File: config.mk
export PLATFORM = sky130hd
export DESIGN_NAME = fetch_stage_flat
export DESIGN_NICKNAME = d
export VERILOG_FILES = /design/src/rtl/fetch_stage_if.sv /design/src/rtl/fetch_stage.sv /design/src/flat_wrapper.sv
export SDC_FILE = /design/constraint.sdc
export NUM_CORES = 1
export LEC_CHECK = 0
export BUFFER_PORTS_ARGS = -buffer_cell sky130_fd_sc_hd__buf_2
export CELL_PAD_IN_SITES_DETAIL_PLACEMENT = 1
export CELL_PAD_IN_SITES_GLOBAL_PLACEMENT = 1
export CORE_ASPECT_RATIO = 0.9
export CORE_MARGIN = 8
export CORE_UTILIZATION = 44
export CTS_CLUSTER_SIZE = 8
export DETAILED_ROUTE_END_ITERATION = 8
export GPL_ROUTABILITY_DRIVEN = 0
export PLACE_DENSITY = 0.81
export SYNTH_ARGS = -nofsm -noshare
export SYNTH_HDL_FRONTEND = slang
export SYNTH_SLANG_ARGS = --single-unit
File: constraint.sdc
create_clock -name clk -period 2.2 [get_ports clk]
set_input_delay 0.11 -clock clk [delete_from_list [all_inputs] [get_ports clk]]
set_output_delay 0.11 -clock clk [all_outputs]
set_load 0.01 [all_outputs]
File: src/rtl/fetch_stage_if.sv
// Instruction-memory request/response bundle between the fetch stage and imem.
// The fetch stage is the master: it issues req/addr and consumes ready/rdata.
interface fetch_stage_if;
  localparam int unsigned XLEN = 32;

  logic            imem_req;
  logic [XLEN-1:0] imem_addr;
  logic            imem_ready;
  logic [XLEN-1:0] imem_rdata;

  modport master (output imem_req, imem_addr, input imem_ready, imem_rdata);
  modport slave  (input imem_req, imem_addr, output imem_ready, imem_rdata);
endinterface

File: src/rtl/fetch_stage.sv
// MIPS IF stage: PC register, variable-latency imem handshake and IF/ID register.
// Accepts stall/flush from ID; a one-entry skid captures data that lands during a stall.
module fetch_stage #(
  parameter logic [31:0] RESET_PC = 32'h0000_0000
) (
  input  logic               clk,
  input  logic               reset_n,
  input  logic               stall_i,
  input  logic               flush_i,
  input  logic [31:0]        redirect_target_i,
  fetch_stage_if.master      imem,
  output logic [31:0]        if_id_pc,
  output logic [31:0]        if_id_pc_plus4,
  output logic [31:0]        if_id_instr,
  output logic               if_id_valid,
  output logic               fetch_busy
);
  localparam int unsigned XLEN = 32;

  typedef enum logic [1:0] {FETCH, HOLD, DISCARD} state_t;

  state_t          state_q, state_d;
  logic [XLEN-1:0] pc_q, pc_d;
  logic [XLEN-1:0] skid_pc_q, skid_pc_d;
  logic [XLEN-1:0] skid_instr_q, skid_instr_d;
  logic [XLEN-1:0] redir_q, redir_d;
  logic [XLEN-1:0] if_id_pc_q, if_id_pc_d;
  logic [XLEN-1:0] if_id_pc_plus4_q, if_id_pc_plus4_d;
  logic [XLEN-1:0] if_id_instr_q, if_id_instr_d;
  logic            if_id_valid_q, if_id_valid_d;
  logic            fetch_busy_q, fetch_busy_d;
  logic [XLEN-1:0] target;
  logic [XLEN-1:0] pc_plus4;

  assign target   = redirect_target_i & ~XLEN'(3);
  assign pc_plus4 = pc_q + XLEN'(4);

  // Request depends only on state so imem never sees req react to its own ready.
  assign imem.imem_req  = reset_n && (state_q != HOLD);
  assign imem.imem_addr = pc_q;

  assign if_id_pc       = if_id_pc_q;
  assign if_id_pc_plus4 = if_id_pc_plus4_q;
  assign if_id_instr    = if_id_instr_q;
  assign if_id_valid    = if_id_valid_q;
  assign fetch_busy     = fetch_busy_q;

  always_comb begin
    state_d          = state_q;
    pc_d             = pc_q;
    skid_pc_d        = skid_pc_q;
    skid_instr_d     = skid_instr_q;
    redir_d          = redir_q;
    if_id_pc_d       = if_id_pc_q;
    if_id_pc_plus4_d = if_id_pc_plus4_q;
    if_id_instr_d    = if_id_instr_q;
    if_id_valid_d    = if_id_valid_q;

    unique case (state_q)
      FETCH: begin
        if (imem.imem_ready) begin
          if (flush_i) begin
            pc_d          = target;
            if_id_valid_d = 1'b0;
            if_id_instr_d = '0;
          end else if (stall_i) begin
            skid_pc_d    = pc_q;
            skid_instr_d = imem.imem_rdata;
            pc_d         = pc_plus4;
            state_d      = HOLD;
          end else begin
            if_id_pc_d       = pc_q;
            if_id_pc_plus4_d = pc_plus4;
            if_id_instr_d    = imem.imem_rdata;
            if_id_valid_d    = 1'b1;
            pc_d             = pc_plus4;
          end
        end else if (flush_i) begin
          redir_d       = target;
          if_id_valid_d = 1'b0;
          if_id_instr_d = '0;
          state_d       = DISCARD;
        end else if (!stall_i) begin
          if_id_valid_d = 1'b0;
          if_id_instr_d = '0;
        end
      end

      HOLD: begin
        if (flush_i) begin
          pc_d          = target;
          if_id_valid_d = 1'b0;
          if_id_instr_d = '0;
          state_d       = FETCH;
        end else if (!stall_i) begin
          if_id_pc_d       = skid_pc_q;
          if_id_pc_plus4_d = skid_pc_q + XLEN'(4);
          if_id_instr_d    = skid_instr_q;
          if_id_valid_d    = 1'b1;
          state_d          = FETCH;
        end
      end

      DISCARD: begin
        // Wait out the stale request; its data is never used.
        if (flush_i) begin
          redir_d       = target;
          if_id_valid_d = 1'b0;
          if_id_instr_d = '0;
        end else if (!stall_i) begin
          if_id_valid_d = 1'b0;
          if_id_instr_d = '0;
        end
        if (imem.imem_ready) begin
          pc_d    = flush_i ? target : redir_q;
          state_d = FETCH;
        end
      end

      default: state_d = FETCH;
    endcase

    fetch_busy_d = (state_d != FETCH);
  end

  always_ff @(posedge clk or negedge reset_n) begin
    if (!reset_n) begin
      state_q          <= FETCH;
      pc_q             <= RESET_PC;
      skid_pc_q        <= '0;
      skid_instr_q     <= '0;
      redir_q          <= '0;
      if_id_pc_q       <= '0;
      if_id_pc_plus4_q <= '0;
      if_id_instr_q    <= '0;
      if_id_valid_q    <= 1'b0;
      fetch_busy_q     <= 1'b0;
    end else begin
      state_q          <= state_d;
      pc_q             <= pc_d;
      skid_pc_q        <= skid_pc_d;
      skid_instr_q     <= skid_instr_d;
      redir_q          <= redir_d;
      if_id_pc_q       <= if_id_pc_d;
      if_id_pc_plus4_q <= if_id_pc_plus4_d;
      if_id_instr_q    <= if_id_instr_d;
      if_id_valid_q    <= if_id_valid_d;
      fetch_busy_q     <= fetch_busy_d;
    end
  end
endmodule

File: src/flat_wrapper.sv
// flat-port wrapper written by rule: the top's interface ports become plain ports
module fetch_stage_flat 
#(
  parameter logic [31:0] RESET_PC = 32'h0000_0000
)
  (clk, reset_n, stall_i, flush_i, redirect_target_i, if_id_pc, if_id_pc_plus4, if_id_instr, if_id_valid, fetch_busy, imem_imem_req, imem_imem_addr, imem_imem_ready, imem_imem_rdata);
  fetch_stage_if imem_i ();
  input  logic clk;
  input  logic reset_n;
  input  logic stall_i;
  input  logic flush_i;
  input  logic [31:0] redirect_target_i;
  output logic [31:0] if_id_pc;
  output logic [31:0] if_id_pc_plus4;
  output logic [31:0] if_id_instr;
  output logic if_id_valid;
  output logic fetch_busy;
  output wire logic [$bits(imem_i.imem_req)-1:0] imem_imem_req;
  output wire logic [$bits(imem_i.imem_addr)-1:0] imem_imem_addr;
  input wire logic [$bits(imem_i.imem_ready)-1:0] imem_imem_ready;
  input wire logic [$bits(imem_i.imem_rdata)-1:0] imem_imem_rdata;
  assign imem_imem_req = imem_i.imem_req;
  assign imem_imem_addr = imem_i.imem_addr;
  assign imem_i.imem_ready = imem_imem_ready;
  assign imem_i.imem_rdata = imem_imem_rdata;
  fetch_stage #(.RESET_PC(RESET_PC)) u_core (.clk(clk), .reset_n(reset_n), .stall_i(stall_i), .flush_i(flush_i), .redirect_target_i(redirect_target_i), .imem(imem_i), .if_id_pc(if_id_pc), .if_id_pc_plus4(if_id_pc_plus4), .if_id_instr(if_id_instr), .if_id_valid(if_id_valid), .fetch_busy(fetch_busy));
endmodule
== Word level (Yosys, flattened, before mapping) ==
Cells that the tools add are included.

* Output and inout bits: 131
* Logic and storage cells: 79
* Flip-flop bits (word level): 228
* Bits of input ports: 69

* Reductions and logical operators: 11
* $add $sub $neg: 2
* Bitwise logic cells: 1
* Eq/ne operators: 13
* Multiplexer cells: 42

{| class="wikitable"
|+ Operator list
! cell !! count
|-
| 32-bit 2-to-1 mux || 23
|-
| 32-bit case mux with 2 select lines || 3
|-
| 32-bit case mux with 3 select lines || 2
|-
| 32-bit by 3-bit adder with 32-bit output, second input constant || 2
|-
| 2-bit inequality test, second input constant || 8
|-
| 2-bit 2-to-1 mux || 7
|-
| 4-bit AND reduction || 2
|-
| 2-bit case mux with 3 select lines || 1
|-
| 6-bit AND reduction || 1
|-
| 2-bit nonzero test || 3
|-
| 1-bit 2-to-1 mux || 5
|-
| 4-bit inequality test, second input constant || 1
|-
| 3-bit inequality test, second input constant || 1
|-
| 1-bit case mux with 3 select lines || 1
|-
| 3-bit AND reduction || 1
|-
| 3-bit nonzero test || 1
|-
| 2-bit by 1-bit equality test with 1-bit output, second input constant || 1
|-
| 2-bit equality test, second input constant || 1
|-
| 2-bit logical NOT || 1
|-
| 2-bit by 1-bit inequality test with 1-bit output, second input constant || 1
|-
| 2-bit AND reduction || 1
|-
| 1-bit logical AND || 1
|-
| 1-bit inverter || 1
|}

== Depth between registers and ports, before layout ==
Gate-level depths: netlist (run 1).

* Depth in word-level cells: 5
* Depth in mapped cells: 10
* Mapped depth without buffers: 7

== Worst setup path after synthesis (run 1) ==
No wires, ideal clock.

* Kind: register to register
* From: register u_core.state_q[1]
* To: register u_core.pc_q[30] (netlist: u_core.imem.imem_addr[30])
* Path buffers: 3
* Clock period less this slack: 2.024 ns
* Library setup time: 0.134 ns
* Stages on the path, launching flop included: 10
* Data arrival time: 1.890 ns
* Slack: 0.176 ns
* Data required time: 2.066 ns
* Cells stage by stage: dfrtp_1 -> inv_1 -> ha_1 -> buf_4 -> o21ba_2 -> or3_1 -> buf_2 -> buf_2 -> a21oi_1 -> o31ai_2

* Cells in the longest elaborated chain, start to end: 3
* Elaborated cells on any way between the ends: 9
* Classes of those cells: eq/ne (5); mux (1); reduce/logical (3)

{| class="wikitable"
|+ RTL lines
! item !! RTL line !! source
|-
| start: declaration || fetch_stage.sv:22 || <nowiki>state_t state_q, state_d;</nowiki>
|-
| start signal: assignment || fetch_stage.sv:139 || <nowiki>state_q <= state_d;</nowiki>
|-
| 2-bit equality test, or another cell as far along || fetch_stage.sv:59 || <nowiki>unique case (state_q)</nowiki>
|-
| 2-bit inequality test (no source line) / 3-bit nonzero test (equally long branches) || n/a ||
|-
| 4-bit AND reduction (no source line) || n/a ||
|-
| end signal: assignment || fetch_stage.sv:140 || <nowiki>pc_q <= pc_d;</nowiki>
|-
| end: declaration || fetch_stage.sv:23 || <nowiki>logic [XLEN-1:0] pc_q, pc_d;</nowiki>
|}

Parallel ways exist; a longest one is shown, timed or not.
A chain may end at the register's enable or synchronous reset.

== Worst setup path in the final report (run 1) ==
* From: register u_core.state_q[0]
* To: register u_core.pc_q[16] (netlist: u_core.imem.imem_addr[16])

Same word-level chain as after synthesis.

==> summary.md, run 1 <==
| Metric | Value |
|---|---|
| Outcome | `finished clean` |
| Largest net degree at the start of global routing | `69` |
| Placed Cells | `1617` |
| Sequential area share after synthesis | `48.3%` |
| DRT Pass-1 Iters | `5` |
| Most area-hungry cell type in the Yosys netlist | `dfrtp_1` |
| Area of the core | `26100 um2` |
| Final hold vios | `0` |
| Final wirelength | `39100 um` |
| Initial Utilization | `44.8%` |
| Cell Area, Placed | `13400 um2` |
| Largest fanout on the critical path | `17` |
| Slew margin rel. | `53.1%` |
| RSZ-0062 raised after global routing | `false` |
| DR vias | `10100` |
| Power Dens Cells | `1460 nW/um2` |
| Congestion Overflow GR | `0` |
| Top post-synthesis cells by area | `dfrtp_1, mux2_2, mux2i_1` |
| Hpwl dp | `26000 um` |
| Req. time, crit path | `2590 ps` |
| CTS clk-pin slew, worst paths | `50 ps` |
| Synth Area in Compound Gates | `16.9%` |
| Synth async-reset ratio | `100%` |
| First DRT Iteration DRCs | `644` |
| Io pins | `200` |
| First-pass GRT wire length | `61800 um` |
| Top FF cell, synth | `dfrtp_1` |
| Vias in the first global route | `11000` |
| CTS buffer count | `34` |
| Initial antenna violation count | `7` |
| Crit Path Class | `reg2reg` |
| Die height | `171 um` |
| Commonest cells after routing, fill and taps aside | `dfrtp_1, buf_2, nand2_1, mux2_2, o21ai_0` |
| VDD IR-drop max | `0.702 mV` |
| Power consumption | `21.8 mW` |
| Mux cell area share after synthesis | `13.7%` |
| Share of cells above drive strength 1 | `32.0%` |
| Slew at the pin with the worst max-slew slack | `698 ps` |
| Port bufs | `197` |
| Routed len/inst | `22.7 um` |
| Hold slack | `68.2 ps` |
| GR Util All Layers | `23.8%` |
| Mapped Cells | `1108` |
| Worst skew pair latency | `490 ps` |
| Final Net Count | `1447` |
| Rows | `56` |
| Buffer depth of the longest clock path | `3` |
| Final ANT Viol Nets | `0` |
| Crit. End Element | `flop` |
| CTS tree | `yes` |
| Post-Layout Cell Count | `1724` |
| Fin crit share | `97.0%` |
| Type of origin of the critical path | `flop` |
| Min-delay worst type | `in2reg` |
| Drc violations | `0` |
| # setup viols final | `0` |
| Leak Pwr | `6.71 nW` |
| Max-slew violations | `0` |
| Area delta synth->final | `27.8%` |
| CTS root buf | `clkbuf_16` |
| Number of synthesis warnings | `0` |
| Sink Count | `226` |
| Number of synthesized flops with an enable pin | `0` |
| Most common cell after layout, fill and taps aside | `dfrtp_1` |
| Post-Synth Adder-Cell Area | `0.641%` |
| Post-Synth Simple-Gate Area | `11.9%` |
| Main combinational cell family by area after synthesis | `compound AO/OA/AOI/OAI gates` |
| Syn avg cell area | `10.6 um2` |
| Die area | `32100 um2` |
| Achievable clock frequency | `468 MHz` |
| Mapped Nets | `1183` |
| XOR/XNOR Fraction of Synth Area | `3.89%` |
| Crit path time final | `2130 ps` |
| Vias per cell | `5.83` |
| Layout Cell Area excl Fill | `15000 um2` |
| H-tree Lvls | `2` |
| Cell Area, Synth | `11700 um2` |
| Yosys reg bits | `226` |
| Die W | `188 um` |
| Setup skew after layout | `17.1 ps` |
| Synth unique cells | `67` |
| Arrival time worst endpoint | `2530 ps` |
| Share of the synthesized area in the top cell type | `48.3%` |
| Max-cap viol count | `0` |
[cell families (layout without fill, tap and decap cells)]
logic type / after synthesis / count (layout)
adder cells (fa/ha/maj): 6 / 6
other: 0 / 2
XOR/XNOR: 52 / 52
flip-flops: 226 / 226
multiplexers: 149 / 149
AND/OR/NAND/NOR: 273 / 273
buffers and inverters: 118 / 384
AO/OA/AOI/OAI: 284 / 284
[worst paths after layout]
kind                       cells after the start           startpoint                   endpoint  slack, ps
max in group asynchronous                      3              reset_n        u_core.if_id_pc[23]       1300
min in group asynchronous                      2              reset_n   u_core.if_id_pc_plus4[8]        120
hold / removal                                 3              stall_i         u_core.if_id_valid         70
setup / recovery                               7    u_core.state_q[0]  u_core.imem.imem_addr[16]         70
hold reg to reg                                2  u_core.if_id_pc[29]        u_core.if_id_pc[29]        470
setup reg to reg                               7    u_core.state_q[0]  u_core.imem.imem_addr[16]         70
[worst max-delay path, cell delays in order (launching register included)]
cell and delay, ps:
dfrtp_2 400, inv_1 90, ha_1 220, o21ba_2 260, or3_1 390, buf_6 180, or3_1 400, o311ai_1 100
[state kept, by name (all words and copies together) (netlist names)]
register               flops
u_core.state_q             2
u_core.fetch_busy          1
u_core.if_id_valid         1
u_core.imem.imem_addr     32
u_core.if_id_pc           30
u_core.skid_instr_q       32
u_core.redir_q            32
u_core.skid_pc_q          32
u_core.if_id_pc_plus4     32
u_core.if_id_instr        32
[repair_timing]
action                                  4_1_cts  5_1_grt
hold buffers                                 63        0
hold endpoints to repair                    257        0
endpoints found under the setup margin        3       51
setup buffers                                 1        3
gates resized for setup                       2       10
[synth_stat cells (all sizes together), types with 6 or more instances]
cell type / instances
inv: 17
xnor2: 23
nand2: 133
buf: 53
mux2i: 57
a21o: 6
nor4: 8
ha: 6
o221ai: 16
a22oi: 37
nor2: 30
clkbuf: 48
and3: 10
a21oi: 47
or3: 6
o22a: 11
a31oi: 10
xor2: 29
nand4: 22
o22ai: 6
o211ai: 8
nor3: 17
o2bb2ai: 32
nand3: 24
mux2: 92
o21ai: 76
dfrtp: 226
[layer usage]
metal | global-route usage, % | routed length, um | vias to the layer above | part of all wire, %
met5 | 0 | 57 | - | 0.15
met4 | 7.77 | 1070 | 10 | 2.7
met2 | 39.0 | 18400 | 358 | 47
met3 | 5.68 | 2420 | 93 | 6.2
met1 | 30.8 | 17100 | 5057 | 44
li1 | - | - | 4532 | -
[report_power, final]
part / internal, mW / switching [mW]
registers: 6.01 / 1.77
logic: 4.21 / 5.28
clock network: 2.80 / 1.78
total: 13.0 / 8.83
[through the flow]
step	setup TNS (ps)	util, %	setup WS [ps]
3_3_place_gp	0	51.1	81.4
4_1_cts	0	57.0	11.1
6_report	0	57.3	65.1
2_1_floorplan	0	-	176
3_5_place_dp	-7.90	51.1	-4.76
5_1_grt	0	57.3	3.10
[final cells by class]
| type | instances | area (um2) |
|---|---|---|
| antenna | 2 | 5.00 |
| clock buffer | 36 | 880 |
| clock inverter | 2 | 16.3 |
| fill | 2817 | 11200 |
| inverter | 17 | 63.8 |
| multi-input combinational | 764 | 5570 |
| sequential | 226 | 5660 |
| tap | 348 | 435 |
| timing repair buffer | 329 | 2340 |
Note: power is estimated with default switching activity, not from simulation.
==> run 2: changes to the inputs <==
- CORE_UTILIZATION: 44 -> 40
- PLACE_DENSITY: 0.81 -> 0.78
- clock period: 2.2 -> 1.9 ns (I/O delays scaled with it)
==> summary.md, run 2 (synthesis gave the netlist of run 1 again) <==
| Metric | Value |
|---|---|
| Outcome | `complete, but fails checks (was finished clean)` |
| Failing checks | `negative setup slack` |
| Die W | `196 um (was 188 um)` |
| Largest fanout on the critical path | `32 (was 17)` |
| Final ANT Viol Nets | `0 (unchanged)` |
| Worst R2R End | `u_core.if_id_instr[13] (was u_core.imem.imem_addr[16])` |
| # setup viols final | `108 (was 0)` |
| H-tree Lvls | `2 (unchanged)` |
| Slew at the pin with the worst max-slew slack | `619 ps (was 698 ps)` |
| Vias in the first global route | `11300 (was 11000)` |
| Leak Pwr | `7.23 nW (was 6.71 nW)` |
| Final wirelength | `47000 um (was 39100 um)` |
| Drc violations | `0 (unchanged)` |
| Commonest cells after routing, fill and taps aside | `dfrtp_1, buf_2, nand2_1, mux2_2, buf_4 (was dfrtp_1, buf_2, nand2_1, mux2_2, o21ai_0)` |
| Max stage delay on crit path | `450 ps (was 400 ps)` |
| FF-to-FF setup slack | `-140 ps (was 70 ps)` |
| Die height | `178 um (was 171 um)` |
| Congestion Overflow GR | `0 (unchanged)` |
| Sink Count | `226 (unchanged)` |
| Crit Path Class | `reg2reg (unchanged)` |
| Post-Layout Cell Count | `1833 (was 1724)` |
| Final Net Count | `1505 (was 1447)` |
| Setup skew after layout | `17.8 ps (was 17.1 ps)` |
| Vias per cell | `5.91 (was 5.83)` |
| Setup TNS Final | `-6240 ps (was 0 ps)` |
| Power Dens Cells | `1740 nW/um2 (was 1460 nW/um2)` |
| Type of origin of the critical path | `flop (unchanged)` |
| Fin crit share | `107% (was 97.0%)` |
| Area of the core | `28900 um2 (was 26100 um2)` |
| Area delta synth->final | `39.4% (was 27.8%)` |
| Initial Utilization | `40.6% (was 44.8%)` |
| Routed len/inst | `25.7 um (was 22.7 um)` |
| CTS tree | `yes (unchanged)` |
| R2r worst-path depth | `8 (was 7)` |
| Share of cells above drive strength 1 | `40.1% (was 32.0%)` |
| Arrival time worst endpoint | `2390 ps (was 2530 ps)` |
| Rows | `59 (was 56)` |
| Slew margin rel. | `58.8% (was 53.1%)` |
| CTS clk-pin slew, worst paths | `50 ps (about the same)` |
| Worst skew pair latency | `500 ps (was 490 ps)` |
| DR vias | `10800 (was 10100)` |
| Min setup slack post-route | `-140 ps (was 65.1 ps)` |
| Die area | `35000 um2 (was 32100 um2)` |
| RSZ-0062 raised after global routing | `true (was false)` |
| DRT Pass-1 Iters | `5 (unchanged)` |
| CP bufs+invs | `3 (was 2)` |
| Hpwl dp | `27300 um (was 26000 um)` |
| Slowest stage cell, crit path | `dfrtp_2 (unchanged)` |
| VDD IR-drop max | `0.879 mV (was 0.702 mV)` |
| Initial antenna violation count | `5 (was 7)` |
| Achievable clock frequency | `490 MHz (was 468 MHz)` |
| Cell chain of the critical path | `inv_4 > ha_4 > clkinvlp_4 > nand2_2 > nor2_2 > buf_12 > a22oi_1 > o2bb2ai_4 (was inv_1 > ha_1 > o21ba_2 > or3_1 > buf_6 > or3_1 > o311ai_1)` |
| Io pins | `200 (unchanged)` |
| CP top delay family | `flip-flops (was simple AND/OR/NAND/NOR gates)` |
| Max-slew violations | `0 (unchanged)` |
| Placed Cells | `1707 (was 1617)` |
| Min-delay worst type | `in2async (was in2reg)` |
| Max-cap viol count | `0 (unchanged)` |
| Crit. End Element | `flop (unchanged)` |
| Crit path time final | `2040 ps (was 2130 ps)` |
| Largest net degree at the start of global routing | `89 (was 69)` |
| Most common cell after layout, fill and taps aside | `dfrtp_1 (unchanged)` |
| Final hold vios | `0 (unchanged)` |
| CTS root buf | `clkbuf_16 (unchanged)` |
| First-pass GRT wire length | `66100 um (was 61800 um)` |
| Port bufs | `197 (unchanged)` |
| CTS buffer count | `34 (unchanged)` |
| First DRT Iteration DRCs | `723 (was 644)` |
| Reg-to-reg startpoint | `u_core.state_q[1] (was u_core.state_q[0])` |
| Req. time, crit path | `2250 ps (was 2590 ps)` |
| Buffer depth of the longest clock path | `3 (unchanged)` |
| GR Util All Layers | `23.5% (was 23.8%)` |
[run 2: cell types whose count changed in the layout (fill, tap and decap cells not counted), moves of 10 or more]
| cell | before | now |
|---|---|---|
| o21ai_1 | 6 | 25 |
| o2bb2ai_1 | 32 | 13 |
| a22oi_2 | 0 | 11 |
| buf_4 | 53 | 90 |
| o2bb2ai_2 | 0 | 10 |
| o21ai_0 | 70 | 49 |
| a21oi_2 | 0 | 12 |
| a21oi_1 | 47 | 34 |
| a22oi_1 | 37 | 26 |
| buf_6 | 1 | 11 |
[run 2: what timing repair did]
item,4_1_cts,5_1_grt
pin swaps,1,13
resized for setup,22,134
endpoints found under the hold margin,321,0
setup endpoints to repair,152,156
hold buffers,63,0
gates cloned,3,8
buffers inserted,0,9
[run 2: report_power, final]
| part | switching [mW] | internal [mW] | total, mW |
|---|---|---|---|
| Sequential | 1.89 | 6.97 | 8.86 |
| Clock | 2.20 | 3.27 | 5.46 |
| Combinational | 7.83 | 6.29 | 14.1 |
| Total | 11.9 | 16.5 | 28.4 |
[run 2: metal layers]
metal	wire, um	global-route usage (%)	vias to the layer above
met5	28	0	-
met4	1620	6.88	6
met3	3070	5.00	128
li1	-	-	4678
met2	22400	38.4	458
met1	19900	31.2	5557
[run 2: final cells by class]
type,count,area (um2)
inverters,17,70.1
repair buffers,385,2980
multi-input cells,766,6200
fillers,3039,12500
clock buffers,39,891
clock inverters,2,13.8
flip-flops and latches,226,5660
well taps,396,495
diodes,2,5.00
[run 2: how the worst max path moves through the flow]
stage | to | startpoint | depth (start not counted) | slack [ps]
after floorplan | u_core.if_id_pc_plus4[21] | u_core.state_q[1] | 10 | -80
after global placement | u_core.if_id_pc[2] | u_core.state_q[1] | 7 | -120
after detailed placement | u_core.if_id_pc[2] | u_core.state_q[1] | 7 | -210
after CTS | u_core.imem.imem_addr[19] | u_core.state_q[0] | 8 | -50
after global routing | u_core.if_id_instr[5] | u_core.state_q[1] | 8 | -180
final | u_core.if_id_instr[13] | u_core.state_q[1] | 8 | -140
[run 2: per-stage QoR]
stage / util [%] / total power, mW / hold slack [ps] / setup slack [ps] / instance area (um2)
2_1_floorplan: - / 15.3 / -201 / -84.5 / 11800
3_3_place_gp: 47.7 / 19.6 / -22.6 / -122 / 13800
3_5_place_dp: 47.7 / 20.2 / -20.0 / -211 / 13800
4_1_cts: 53.7 / 26.2 / 44.5 / -53.9 / 15500
5_1_grt: 56.5 / 29.8 / 75.2 / -178 / 16300
6_report: 56.5 / 28.4 / 51.7 / -140 / 16300
